`src/rtl/fifo_uart_tx_pkg.sv`:
```
// Shared types and defaults for the FIFO-draining UART transmitter.
package uart_pkg;
  localparam int   DATA_WIDTH_DEF   = 8;
  localparam int   CLKS_PER_BIT_DEF = 434;
  localparam logic IDLE_LEVEL       = 1'b1;

  typedef enum logic [2:0] {IDLE, START, DATA, PARITY, STOP} tx_state_t;
endpackage

```
`src/rtl/fifo_uart_tx_if.sv`:
```
// Read-side handshake of the width-converting FIFO (show-ahead head byte + pop strobe).
interface fifo_uart_tx_if #(parameter int DATA_WIDTH = 8);
  logic                  empty;
  logic [DATA_WIDTH-1:0] r_data;
  logic                  rd;

  modport master (output empty, output r_data, input rd);
  modport slave  (input empty, input r_data, output rd);
endinterface

```
`src/rtl/fifo_uart_tx_baud_counter.sv`:
```
// Bit-period counter: counts 0..CLKS_PER_BIT-1, tick on terminal count, clear forces 0.
module uart_baud_counter #(
  parameter int CLKS_PER_BIT = 434
) (
  input  logic clk,
  input  logic reset,
  input  logic clear,
  output logic tick
);
  localparam int            CW = (CLKS_PER_BIT > 2) ? $clog2(CLKS_PER_BIT) : 1;
  localparam logic [CW-1:0] TC = CW'(CLKS_PER_BIT - 1);

  logic [CW-1:0] r_cnt;

  assign tick = (r_cnt == TC);

  always_ff @(posedge clk or negedge reset) begin
    if (!reset)              r_cnt <= '0;
    else if (clear || tick)  r_cnt <= '0;
    else                     r_cnt <= r_cnt + 1'b1;
  end
endmodule

```
`src/rtl/fifo_uart_tx.sv`:
```
// Pops bytes from the FIFO and serialises them LSB first, 8N1, frames back-to-back.
// Optional even parity bit between data and stop when UART_TX_PARITY_EN is defined.
module fifo_uart_tx
  import uart_pkg::*;
#(
  parameter int DATA_WIDTH   = DATA_WIDTH_DEF,
  parameter int CLKS_PER_BIT = CLKS_PER_BIT_DEF,
  parameter int STOP_BITS    = 1
) (
  input  logic                 clk,
  input  logic                 reset,
  input  logic                 enable,
  fifo_uart_tx_if.slave        fifo,
  output logic                 tx,
  output logic                 busy
);
  localparam int            IDX_MAX   = (DATA_WIDTH > STOP_BITS) ? DATA_WIDTH : STOP_BITS;
  localparam int            IW        = (IDX_MAX > 2) ? $clog2(IDX_MAX) : 1;
  localparam logic [IW-1:0] DATA_LAST = IW'(DATA_WIDTH - 1);
  localparam logic [IW-1:0] STOP_LAST = IW'(STOP_BITS - 1);

  tx_state_t             r_state, w_state;
  logic [DATA_WIDTH-1:0] r_shift, w_shift;
  logic [IW-1:0]         r_idx,   w_idx;
  logic                  r_tx,    w_tx;
  logic                  w_tick, w_clear, w_last_stop, w_rd;
`ifdef UART_TX_PARITY_EN
  logic                  r_par,   w_par;
`endif

  uart_baud_counter #(.CLKS_PER_BIT(CLKS_PER_BIT)) u_baud (
    .clk   (clk),
    .reset (reset),
    .clear (w_clear),
    .tick  (w_tick)
  );

  // Pop decision points: idle, or the final cycle of the last stop bit.
  // Gated by reset so nothing is popped while the block is held in reset.
  assign w_last_stop = (r_state == STOP) && w_tick && (r_idx == STOP_LAST);
  assign w_rd        = reset && enable && !fifo.empty &&
                       ((r_state == IDLE) || w_last_stop);
  assign w_clear     = w_rd || (r_state == IDLE);

  assign fifo.rd = w_rd;
  assign tx      = r_tx;
  assign busy    = (r_state != IDLE);

  always_comb begin
    w_state = r_state;
    w_shift = r_shift;
    w_idx   = r_idx;
    w_tx    = r_tx;
`ifdef UART_TX_PARITY_EN
    w_par   = r_par;
`endif
    if (w_rd) begin
      w_state = START;
      w_shift = fifo.r_data;
      w_idx   = '0;
      w_tx    = 1'b0;
`ifdef UART_TX_PARITY_EN
      w_par   = ^fifo.r_data;
`endif
    end else begin
      case (r_state)
        IDLE: w_tx = IDLE_LEVEL;
        START: if (w_tick) begin
          w_state = DATA;
          w_tx    = r_shift[0];
        end
        DATA: if (w_tick) begin
          if (r_idx == DATA_LAST) begin
            w_idx = '0;
`ifdef UART_TX_PARITY_EN
            w_state = PARITY;
            w_tx    = r_par;
`else
            w_state = STOP;
            w_tx    = IDLE_LEVEL;
`endif
          end else begin
            w_idx   = r_idx + 1'b1;
            w_shift = r_shift >> 1;
            w_tx    = w_shift[0];
          end
        end
`ifdef UART_TX_PARITY_EN
        PARITY: if (w_tick) begin
          w_state = STOP;
          w_tx    = IDLE_LEVEL;
        end
`endif
        STOP: if (w_tick) begin
          if (r_idx == STOP_LAST) w_state = IDLE;
          else                    w_idx   = r_idx + 1'b1;
        end
        default: begin
          w_state = IDLE;
          w_tx    = IDLE_LEVEL;
        end
      endcase
    end
  end

  always_ff @(posedge clk or negedge reset) begin
    if (!reset) begin
      r_state <= IDLE;
      r_shift <= '0;
      r_idx   <= '0;
      r_tx    <= IDLE_LEVEL;
`ifdef UART_TX_PARITY_EN
      r_par   <= 1'b0;
`endif
    end else begin
      r_state <= w_state;
      r_shift <= w_shift;
      r_idx   <= w_idx;
      r_tx    <= w_tx;
`ifdef UART_TX_PARITY_EN
      r_par   <= w_par;
`endif
    end
  end
endmodule

```
`src/flat_wrapper.sv`:
```
// flat-port wrapper written by rule: the top's interface ports become plain ports
module fifo_uart_tx_flat import uart_pkg::*;
#(
  parameter int DATA_WIDTH   = DATA_WIDTH_DEF,
  parameter int CLKS_PER_BIT = CLKS_PER_BIT_DEF,
  parameter int STOP_BITS    = 1
)
  (clk, reset, enable, tx, busy, fifo_empty, fifo_r_data, fifo_rd);
  fifo_uart_tx_if #(.DATA_WIDTH(DATA_WIDTH)) fifo_i ();
  input  logic clk;
  input  logic reset;
  input  logic enable;
  output logic tx;
  output logic busy;
  input wire logic [$bits(fifo_i.empty)-1:0] fifo_empty;
  input wire logic [$bits(fifo_i.r_data)-1:0] fifo_r_data;
  output wire logic [$bits(fifo_i.rd)-1:0] fifo_rd;
  assign fifo_i.empty = fifo_empty;
  assign fifo_i.r_data = fifo_r_data;
  assign fifo_rd = fifo_i.rd;
  fifo_uart_tx #(.DATA_WIDTH(DATA_WIDTH), .CLKS_PER_BIT(CLKS_PER_BIT), .STOP_BITS(STOP_BITS)) u_core (.clk(clk), .reset(reset), .enable(enable), .fifo(fifo_i), .tx(tx), .busy(busy));
endmodule
```
`config.mk`:
```
export PLATFORM = sky130hd
export DESIGN_NAME = fifo_uart_tx_flat
export DESIGN_NICKNAME = d
export VERILOG_FILES = /design/src/rtl/fifo_uart_tx_pkg.sv /design/src/rtl/fifo_uart_tx_if.sv /design/src/rtl/fifo_uart_tx_baud_counter.sv /design/src/rtl/fifo_uart_tx.sv /design/src/flat_wrapper.sv
export SDC_FILE = /design/constraint.sdc
export NUM_CORES = 1
export LEC_CHECK = 0
export CORE_ASPECT_RATIO = 1.75
export CORE_MARGIN = 2
export CORE_UTILIZATION = 50
export CTS_BUF_LIST = sky130_fd_sc_hd__clkbuf_8 sky130_fd_sc_hd__clkbuf_16
export DETAILED_ROUTE_END_ITERATION = 8
export PLACE_DENSITY_LB_ADDON = 0.2
export SLEW_MARGIN = 20
export SYNTH_ARGS = -nofsm -noshare
export SYNTH_HDL_FRONTEND = slang
export SYNTH_SLANG_ARGS = --single-unit
```
`constraint.sdc`:
```
create_clock -name clk -period 2.82 [get_ports clk]
set_input_delay 0.705 -clock clk [delete_from_list [all_inputs] [get_ports clk]]
set_output_delay 0.705 -clock clk [all_outputs]
set_load 0.005 [all_outputs]
```
==> impl_metrics.toml, run 1 <==
[grt]
grt-ovfl-total = 0
grt_max_degree = 26
grt_use_total_pct = 18.5
grt_pass1_vias = 982
grt_pass1_wl_um = 4550
antenna_found_initial = 0

[floorplan]
die_h_um = 74.0
io_pins = 15
rows = 25
initial_core_util_pct = 52.1
die-area_um2 = 3260
core_area_um2 = 2690
die_x_um = 44.0

[worst_setup_path]
cp_cell_sequence = "inv_1 > ha_1 > or2b_1 > o31ai_2 > and4_1 > dlymetal6s2s_1"
required_ps = 2120
worst-setup-path-type = "flip-flop to output port"
critPathLaunchType = "flip-flop"
slowest_stage = "dfrtp_1"
critPathBufInv = 2
cp-end-kind = "output port"
slowest_delay_ps = 390
crit_path_max_fanout = 3
path_delay_family = "simple AND/OR/NAND/NOR gates"
cp.arrival_ps = 1760

[timing]
tightest_slew_ps = 323
fmax_ghz = 0.406
period_minus_slack_ps = 2460
fin_crit_sh_pct = 87.4
setup_viol = 0
hold_violations = 0
slew_viol_final = 0
skew_ps = 4.53
relSlewSlack_pct = 78.5
tns_ps = 0
rsz0062_at_grt = "false"

[pwr]
p_seq_share_pct = 47.7
p_leak_nw = 0.737
power.net_switching_mw = 0.325
internal_power_mw = 0.793
clockPowerShare_pct = 20.2
power_density_nw_per_um2 = 676
ir_worst_vdd_mv = 0.552
pwr-share-comb_pct = 32.1
netSwitchingFraction_pct = 29.1

[synthesis]
ys_types = 42
yosys_warnings = 0
yosys.area.top_type = "dfrtp_1"
synth_xor_area_share_pct = 5.62
synth_seq_cells = 24
yosys_most_used_dff = "dfrtp_1"
synth_async_sr_flop_share_pct = 100
syn-mean-instance-area_um2 = 10.8
synth_nets = 147
synth-simple-area-share_pct = 22.0
synth_top_family_by_area = "simple AND/OR/NAND/NOR gates"
synthAdderAreaFrac_pct = 4.46
synth.area.top_cells = "dfrtp_1 41%, mux2_2 8.0%, ha_1 4.5%"
yosysSeqAreaShare_pct = 42.9
synth.top_cell.area_share_pct = 41.1
netlist_area_um2 = 1400
synth_edf_count = 0
synthMuxAreaShare_pct = 11.6
syn_inst = 130
synth_compound_area_share_pct = 8.39

[drt]
drtAntennaViolNets = 0
drt_first_iter_violations = 26
vias = 1018
first_pass_iters = 4
drc_errors = 0
avgRoutedWirePerCell_um = 14.6
drt-total-wl_um = 2620
routed_via_density = 5.69

[layout]
antennaDiodeCount = 0
finish.utilization_pct = 61.4
area_growth_pct = 17.9
drive_gt1_share_pct = 19.7
nets = 170

[run_status]
status = "finished, final reports clean"

[cts]
worstSkewPairLatency_ps = 260
cts_tree = "yes"
clkSinkCount = 24
clk_pin_slew_ps = 80
numCtsBuffers = 3
ctsHtreeMaxLevel = 1
clock-root-buffer = "clkbuf_8"
hold_buffers = 0
cts_buffer_depth = 2

[worst_hold_path]
hold_class = "flip-flop to flip-flop"

[job]
max_cap_violations = 0

[placed_design]
port_buffers = 14
place.gp.congestion = 0.863
dp_hpwl_um = 1960
## layer usage
| metal | global-route usage [%] | vias up | wire length, µm |
|---|---|---|---|
| met2 | 33.5 | 9 | 1490 |
| li1 | - | 508 | - |
| met5 | 0 | - | 0 |
| met1 | 22.6 | 499 | 1050 |
| met4 | 5.05 | 0 | 23 |
| met3 | 2.43 | 2 | 57 |
## cell families (layout without fill, tap and decap cells)
logic type,count (synthesis),in the layout
simple gates,49,49
flops,24,24
compound gates,17,17
fa+ha+maj,5,5
mux,14,14
xor+xnor,9,9
buf+inv,12,34
## power groups by stage
| stage | logic (mW) | registers, mW | clock network, mW |
|---|---|---|---|
| after floorplan | 0.252 | 0.524 | 0 |
| after global routing | 0.413 | 0.552 | 0.244 |
| final | 0.358 | 0.533 | 0.226 |
| after global placement | 0.332 | 0.537 | 0 |
| after detailed placement | 0.341 | 0.544 | 0 |
| after CTS | 0.352 | 0.534 | 0.232 |
## path summary, 6_finish.rpt
path                            slack [ps]  cells after the start                     end                   start
worst max-delay path                   360                      6                 fifo_rd         u_core.r_idx[1]
worst min-delay path                   520                      1  u_core.u_baud.r_cnt[0]  u_core.u_baud.r_cnt[0]
worst max register to register         700                      7       u_core.r_shift[6]         u_core.r_idx[0]
worst min register to register         520                      1  u_core.u_baud.r_cnt[0]  u_core.u_baud.r_cnt[0]
max in group asynchronous             1680                      2               u_core.tx                   reset
min in group asynchronous              850                      2       u_core.r_state[0]                   reset
## cell type report
| type | count | area (µm²) |
|---|---|---|
| clock buffer | 4 | 55.1 |
| fill | 239 | 1040 |
| inverter | 8 | 30.0 |
| multi-input combinational | 94 | 729 |
| sequential | 24 | 602 |
| tap | 27 | 33.8 |
| timing repair buffer | 22 | 203 |
## metrics by stage
step | worst slack (ps) | total power, mW | area [µm²] | instances | hold WS [ps]
5_1_grt | 281 | 1.21 | 1650 | 179 | 538
4_1_cts | 0.836 | 1.12 | 1630 | 176 | 528
2_1_floorplan | 579 | 0.775 | 1400 | 130 | 409
3_3_place_gp | 63.5 | 0.869 | 1560 | 170 | 510
3_5_place_dp | 62.1 | 0.885 | 1560 | 170 | 517
6_report | 356 | 1.12 | 1650 | 179 | 523
## synthesized netlist by cell type (3+ instances only)
cell type  count
dfrtp_1       23
nor2_1        15
mux2_2        10
inv_1          8
nand2_1        8
xnor2_1        6
a21oi_1        5
ha_1           5
nand3_1        5
nor3_1         3
xor2_1         3
## cells in the final DEF, fill, tap and decap left out, types with 2 or more instances in the layout
| cell type | instances |
|---|---|
| a21oi_1 | 5 |
| a31oi_1 | 2 |
| and4_1 | 2 |
| buf_4 | 8 |
| clkbuf_8 | 4 |
| clkdlybuf4s50_1 | 13 |
| dfrtp_1 | 23 |
| ha_1 | 5 |
| inv_1 | 8 |
| mux2_2 | 10 |
| mux2_4 | 2 |
| mux2i_1 | 2 |
| nand2_1 | 8 |
| nand3_1 | 5 |
| nor2_1 | 15 |
| nor2b_1 | 2 |
| nor3_1 | 3 |
| nor4_1 | 2 |
| o21ai_0 | 2 |
| o31ai_1 | 2 |
| xnor2_1 | 6 |
| xor2_1 | 3 |
## timing repair
| item | in CTS | in global routing |
|---|---|---|
| gates resized for setup | 0 | 1 |
| setup endpoints to repair | 1 | 1 |
| buffers inserted | 2 | 3 |
| pin swaps | 2 | 2 |
## registers in the layout (all words and copies together) (netlist names)
name,cells
u_core.r_state,3
u_core.u_baud.r_cnt,9
u_core.r_shift,8
u_core.r_idx,3
u_core.tx,1
Power figures use the tool's default switching activity.
==> inputs of run 2 (changes only) <==
--- a/config.mk
+++ b/config.mk
@@ -7,9 +7,10 @@
 export LEC_CHECK = 0
 export CORE_ASPECT_RATIO = 1.75
 export CORE_MARGIN = 2
-export CORE_UTILIZATION = 50
-export CTS_BUF_LIST = sky130_fd_sc_hd__clkbuf_8 sky130_fd_sc_hd__clkbuf_16
+export CORE_UTILIZATION = 45
+export CTS_BUF_LIST = sky130_fd_sc_hd__clkbuf_16
 export DETAILED_ROUTE_END_ITERATION = 8
+export DONT_BUFFER_PORTS = 1
 export PLACE_DENSITY_LB_ADDON = 0.2
 export SLEW_MARGIN = 20
 export SYNTH_ARGS = -nofsm -noshare
==> impl_metrics.toml, run 2 (synthesis gave the netlist of run 1 again) <==
[grt]
grt_pass1_vias = 1032
antenna_found_initial = 2
grt_pass1_wl_um = 4660
grt-ovfl-total = 0
grt_max_degree = 27
grt_use_total_pct = 17.9

[floorplan]
io_pins = 15
core_area_um2 = 2960
die-area_um2 = 3590
initial_core_util_pct = 47.3
die_x_um = 46.2
die_h_um = 77.8
rows = 26

[cts]
clock-root-buffer = "clkbuf_16"
cts_tree = "yes"
cts_buffer_depth = 2
clkSinkCount = 24
hold_buffers = 0
cts.repair.resized = 0
clk_pin_slew_ps = 60
numCtsBuffers = 3
worstSkewPairLatency_ps = 260
post_cts_buffers = 0
ctsHtreeMaxLevel = 1

[worst_setup_path]
slowest_delay_ps = 400
crit_path_max_fanout = 4
r2r_start = "u_core.r_idx[0]"
critPathBufInv = 1
worst-setup-path-type = "flip-flop to output port"
slowest_stage = "dfrtp_1"
critPathLaunchType = "flip-flop"
reg2reg_depth = 7
cp-end-kind = "output port"
rrSetupSlack_ps = 670
cp.arrival_ps = 1690
cp_cell_sequence = "inv_1 > ha_1 > or2b_1 > o31ai_2 > and4_1"
rr_endpoint = "u_core.r_shift[4]"
required_ps = 2120
crit_start = "u_core.r_idx[0]"
path_delay_family = "simple AND/OR/NAND/NOR gates"

[drt]
avgRoutedWirePerCell_um = 16.0
drt_first_iter_violations = 11
drt-total-wl_um = 2810
routed_via_density = 5.48
drc_errors = 0
drtAntennaViolNets = 0
vias = 959
first_pass_iters = 3

[timing]
tns_ps = 0
tightest_slew_ps = 412
skew_ps = 4.88
rsz0062_at_grt = "false"
worst_slack_ps = 427
setup_viol = 0
hold_violations = 0
relSlewSlack_pct = 72.6
period_minus_slack_ps = 2390
hold_ws_ps = 139
fmax_ghz = 0.418
slew_viol_final = 0
fin_crit_sh_pct = 84.9

[placed_design]
port_buffers = 0
place_inst = 169
dp_hpwl_um = 2160
pre_cts_slack_ps = 666
place.gp.congestion = 0.881
dpl_cell_area_um2 = 1420

[layout]
largest_reg_flops = 9
drive_gt1_share_pct = 16.8
layout_commonest_cell = "dfrtp_1"
nets = 149
stdcell_count = 175
regMostFlops = "u_core.u_baud.r_cnt"
final_cell_area_um2 = 1510
mostFrequentLayoutCells = "23 x dfrtp_1, 15 x nor2_1, 10 x mux2_2"
area_growth_pct = 7.41
reg_top3 = "u_core.u_baud.r_cnt (9), u_core.r_shift (8)"
finish.utilization_pct = 50.8

[pwr]
total_power_mw = 1.14
ir_worst_vdd_mv = 0.416
power_density_nw_per_um2 = 759
p_leak_nw = 0.645

[run_status]
status = "finished, final reports clean"

[job]
max_cap_violations = 0

[worst_hold_path]
hold_class = "input port to asynchronous set/reset pin"
run 2: report_power, final:
group          switching [mW]  leakage (nW)  internal [mW]  total [mW]
clock network           0.116        0.0423          0.189       0.306
logic                   0.120         0.299          0.163       0.284
registers              0.0968         0.303          0.456       0.553
run 2: final cells by class:
cell class,count,area (µm²)
fillers,274,1460
multi-input cells,94,729
flip-flops and latches,24,602
clock buffers,3,75.1
well taps,42,52.6
inverters,8,30.0
repair buffers,1,7.51
diodes,2,5.00
clock inverters,1,3.75
run 2: worst reg2reg max path, stage by stage, from the launching register on:
cell     delay [ps]
dfrtp_1         400
inv_1            70
ha_1            160
or2b_1          270
o31ai_2         260
and4_1          270
buf_4           240
mux2_2          370
run 2: worst max-delay path by stage:
stage | cells past startpoint | to | slack (ps)
finish | 5 | fifo_rd | 430
global route | 5 | fifo_rd | 330
CTS | 5 | fifo_rd | 410
detailed placement | 7 | u_core.r_shift[4] | 670
global placement | 7 | u_core.r_shift[3] | 720
floorplan | 7 | fifo_rd | 580
run 2: routing by layer:
layer / part of all wire (%) / global-route usage, % / wire (µm) / vias up
met4: 2.5 / 9.14 / 69 / 0
li1: - / - / - / 465
met2: 55 / 29.4 / 1530 / 12
met3: 4.0 / 4.65 / 113 / 6
met1: 39 / 20.2 / 1090 / 476
met5: 0 / 0 / 0 / -
==> inputs of run 3 (changes only) <==
==> constraint.sdc (replaced) <==
create_clock -name clk -period 2 [get_ports clk]
set_input_delay 0.5 -clock clk [delete_from_list [all_inputs] [get_ports clk]]
set_output_delay 0.5 -clock clk [all_outputs]
set_load 0.005 [all_outputs]
==> impl_metrics.toml, run 3 (synthesis gave the netlist of run 1 again) <==
[run_status]
status = "complete, but fails checks"
failed_checks = "negative setup slack"

[worst_setup_path]
worst-setup-path-type = "flip-flop to output port"
reg2reg_depth = 7
required_ps = 1500
cp-end-kind = "output port"
crit_path_max_fanout = 3
critPathLaunchType = "flip-flop"
cp.arrival_ps = 1760

[grt]
grt_use_total_pct = 18.2
grt-ovfl-total = 0
grt_pass1_vias = 1023
antenna_found_initial = 0
grt_pass1_wl_um = 4770
grt_max_degree = 24

[floorplan]
initial_core_util_pct = 47.3
core_area_um2 = 2960
die-area_um2 = 3590
die_x_um = 46.2
io_pins = 15
rows = 26
die_h_um = 77.8

[layout]
mostFrequentLayoutCells = "23 x dfrtp_1, 14 x nor2_1, 13 x buf_4"
seq_area_um2 = 602
reg_top3 = "u_core.u_baud.r_cnt (9), u_core.r_shift (8)"
multi_input_area_um2 = 748
area_growth_pct = 15.2
largest_reg_flops = 9
antennaDiodeCount = 0
drive_gt1_share_pct = 27.1
regMostFlops = "u_core.u_baud.r_cnt"
layout_commonest_cell = "dfrtp_1"
nets = 162
nFillCells = 268

[timing]
rsz0062_at_grt = "true"
hold_violations = 0
setup_viol = 5
skew_ps = 2.47
fin_crit_sh_pct = 113
slew_viol_final = 0
relSlewSlack_pct = 64.5
worst_slack_ps = -258
fmax_ghz = 0.443
period_minus_slack_ps = 2260
tightest_slew_ps = 532

[drt]
drt-total-wl_um = 2910
vias = 1020
avgRoutedWirePerCell_um = 15.6
first_pass_iters = 4
routed_via_density = 5.48
drt_first_iter_violations = 16
drtAntennaViolNets = 0
drc_errors = 0

[cts]
worstSkewPairLatency_ps = 250
cts_tree = "yes"
clkSinkCount = 24
ctsHtreeMaxLevel = 1
clock-root-buffer = "clkbuf_16"
numCtsBuffers = 3
cts_buffer_depth = 2
clk_pin_slew_ps = 60

[placed_design]
place.gp.congestion = 0.890
pre_cts_slack_ps = -1.78
port_buffers = 0
dp_hpwl_um = 2080

[worst_hold_path]
hold_class = "input port to asynchronous set/reset pin"

[pwr]
p_seq_share_pct = 43.6
clockPowerShare_pct = 25.5
total_power_mw = 1.70
power.net_switching_mw = 0.494
internal_power_mw = 1.21
netSwitchingFraction_pct = 29.1
ir_worst_vdd_mv = 0.500
pwr-share-comb_pct = 30.9
p_leak_nw = 0.709
power_density_nw_per_um2 = 1050

[job]
max_cap_violations = 0
## run 3: worst paths after layout
kind	slack [ps]	to	start
max	-260	fifo_rd	u_core.r_idx[1]
min	80	u_core.tx	reset
max reg2reg	-20	u_core.r_shift[2]	u_core.r_idx[1]
min reg2reg	530	u_core.r_shift[7]	u_core.r_shift[7]
max in group asynchronous	1420	u_core.r_shift[6]	reset
min in group clk	370	u_core.r_shift[7]	fifo_r_data[7]
## run 3: final cells by class
type | count | share of cell area, %
Sequential cell | 24 | 37.3
Clock inverter | 1 | 0.233
Multi-Input combinational cell | 94 | 46.4
Clock buffer | 3 | 4.65
Timing Repair Buffer | 14 | 6.36
Inverter | 8 | 1.86
Tap cell | 42 | 3.26
## run 3: power by group through the flow
| stage | Clock [mW] | Combinational [mW] | Sequential [mW] |
|---|---|---|---|
| 5_1_grt | 0.465 | 0.583 | 0.766 |
| 4_1_cts | 0.441 | 0.501 | 0.741 |
| 3_5_place_dp | 0 | 0.472 | 0.752 |
| 3_3_place_gp | 0 | 0.455 | 0.744 |
| 2_1_floorplan | 0 | 0.355 | 0.738 |
| 6_report | 0.433 | 0.525 | 0.741 |
## run 3: metal layers
| metal | wire (µm) | GRT usage [%] |
|---|---|---|
| met4 | 112 | 9.43 |
| met3 | 105 | 3.72 |
| met5 | 0 | 0 |
| met1 | 1160 | 20.6 |
| met2 | 1530 | 30.1 |
## run 3: timing repair
action | 4_1_cts | 5_1_grt
endpoints found under the setup margin | 5 | 8
pin swaps | 1 | 3
endpoints found under the hold margin | 23 | 0
resized for setup | 2 | 4
setup buffers | 2 | 4
hold buffers | 1 | 0
## run 3: stage by stage
stage	cells	utilization [%]	TNS [ps]	area, µm²	hold WS (ps)
after global placement	177	50.0	0	1480	205
after detailed placement	177	50.0	-3.65	1480	205
after global routing	186	54.5	-647	1610	75.4
after floorplan	130	-	0	1400	204
final	186	54.5	-333	1610	82.7
after CTS	183	53.5	-224	1580	79.3
## run 3: critical path, cell delays in order (launching register included)
cell	delay [ps]
dfrtp_1	400
inv_1	60
ha_1	140
or2b_1	270
o31ai_2	270
and4_1	240
buf_4	130
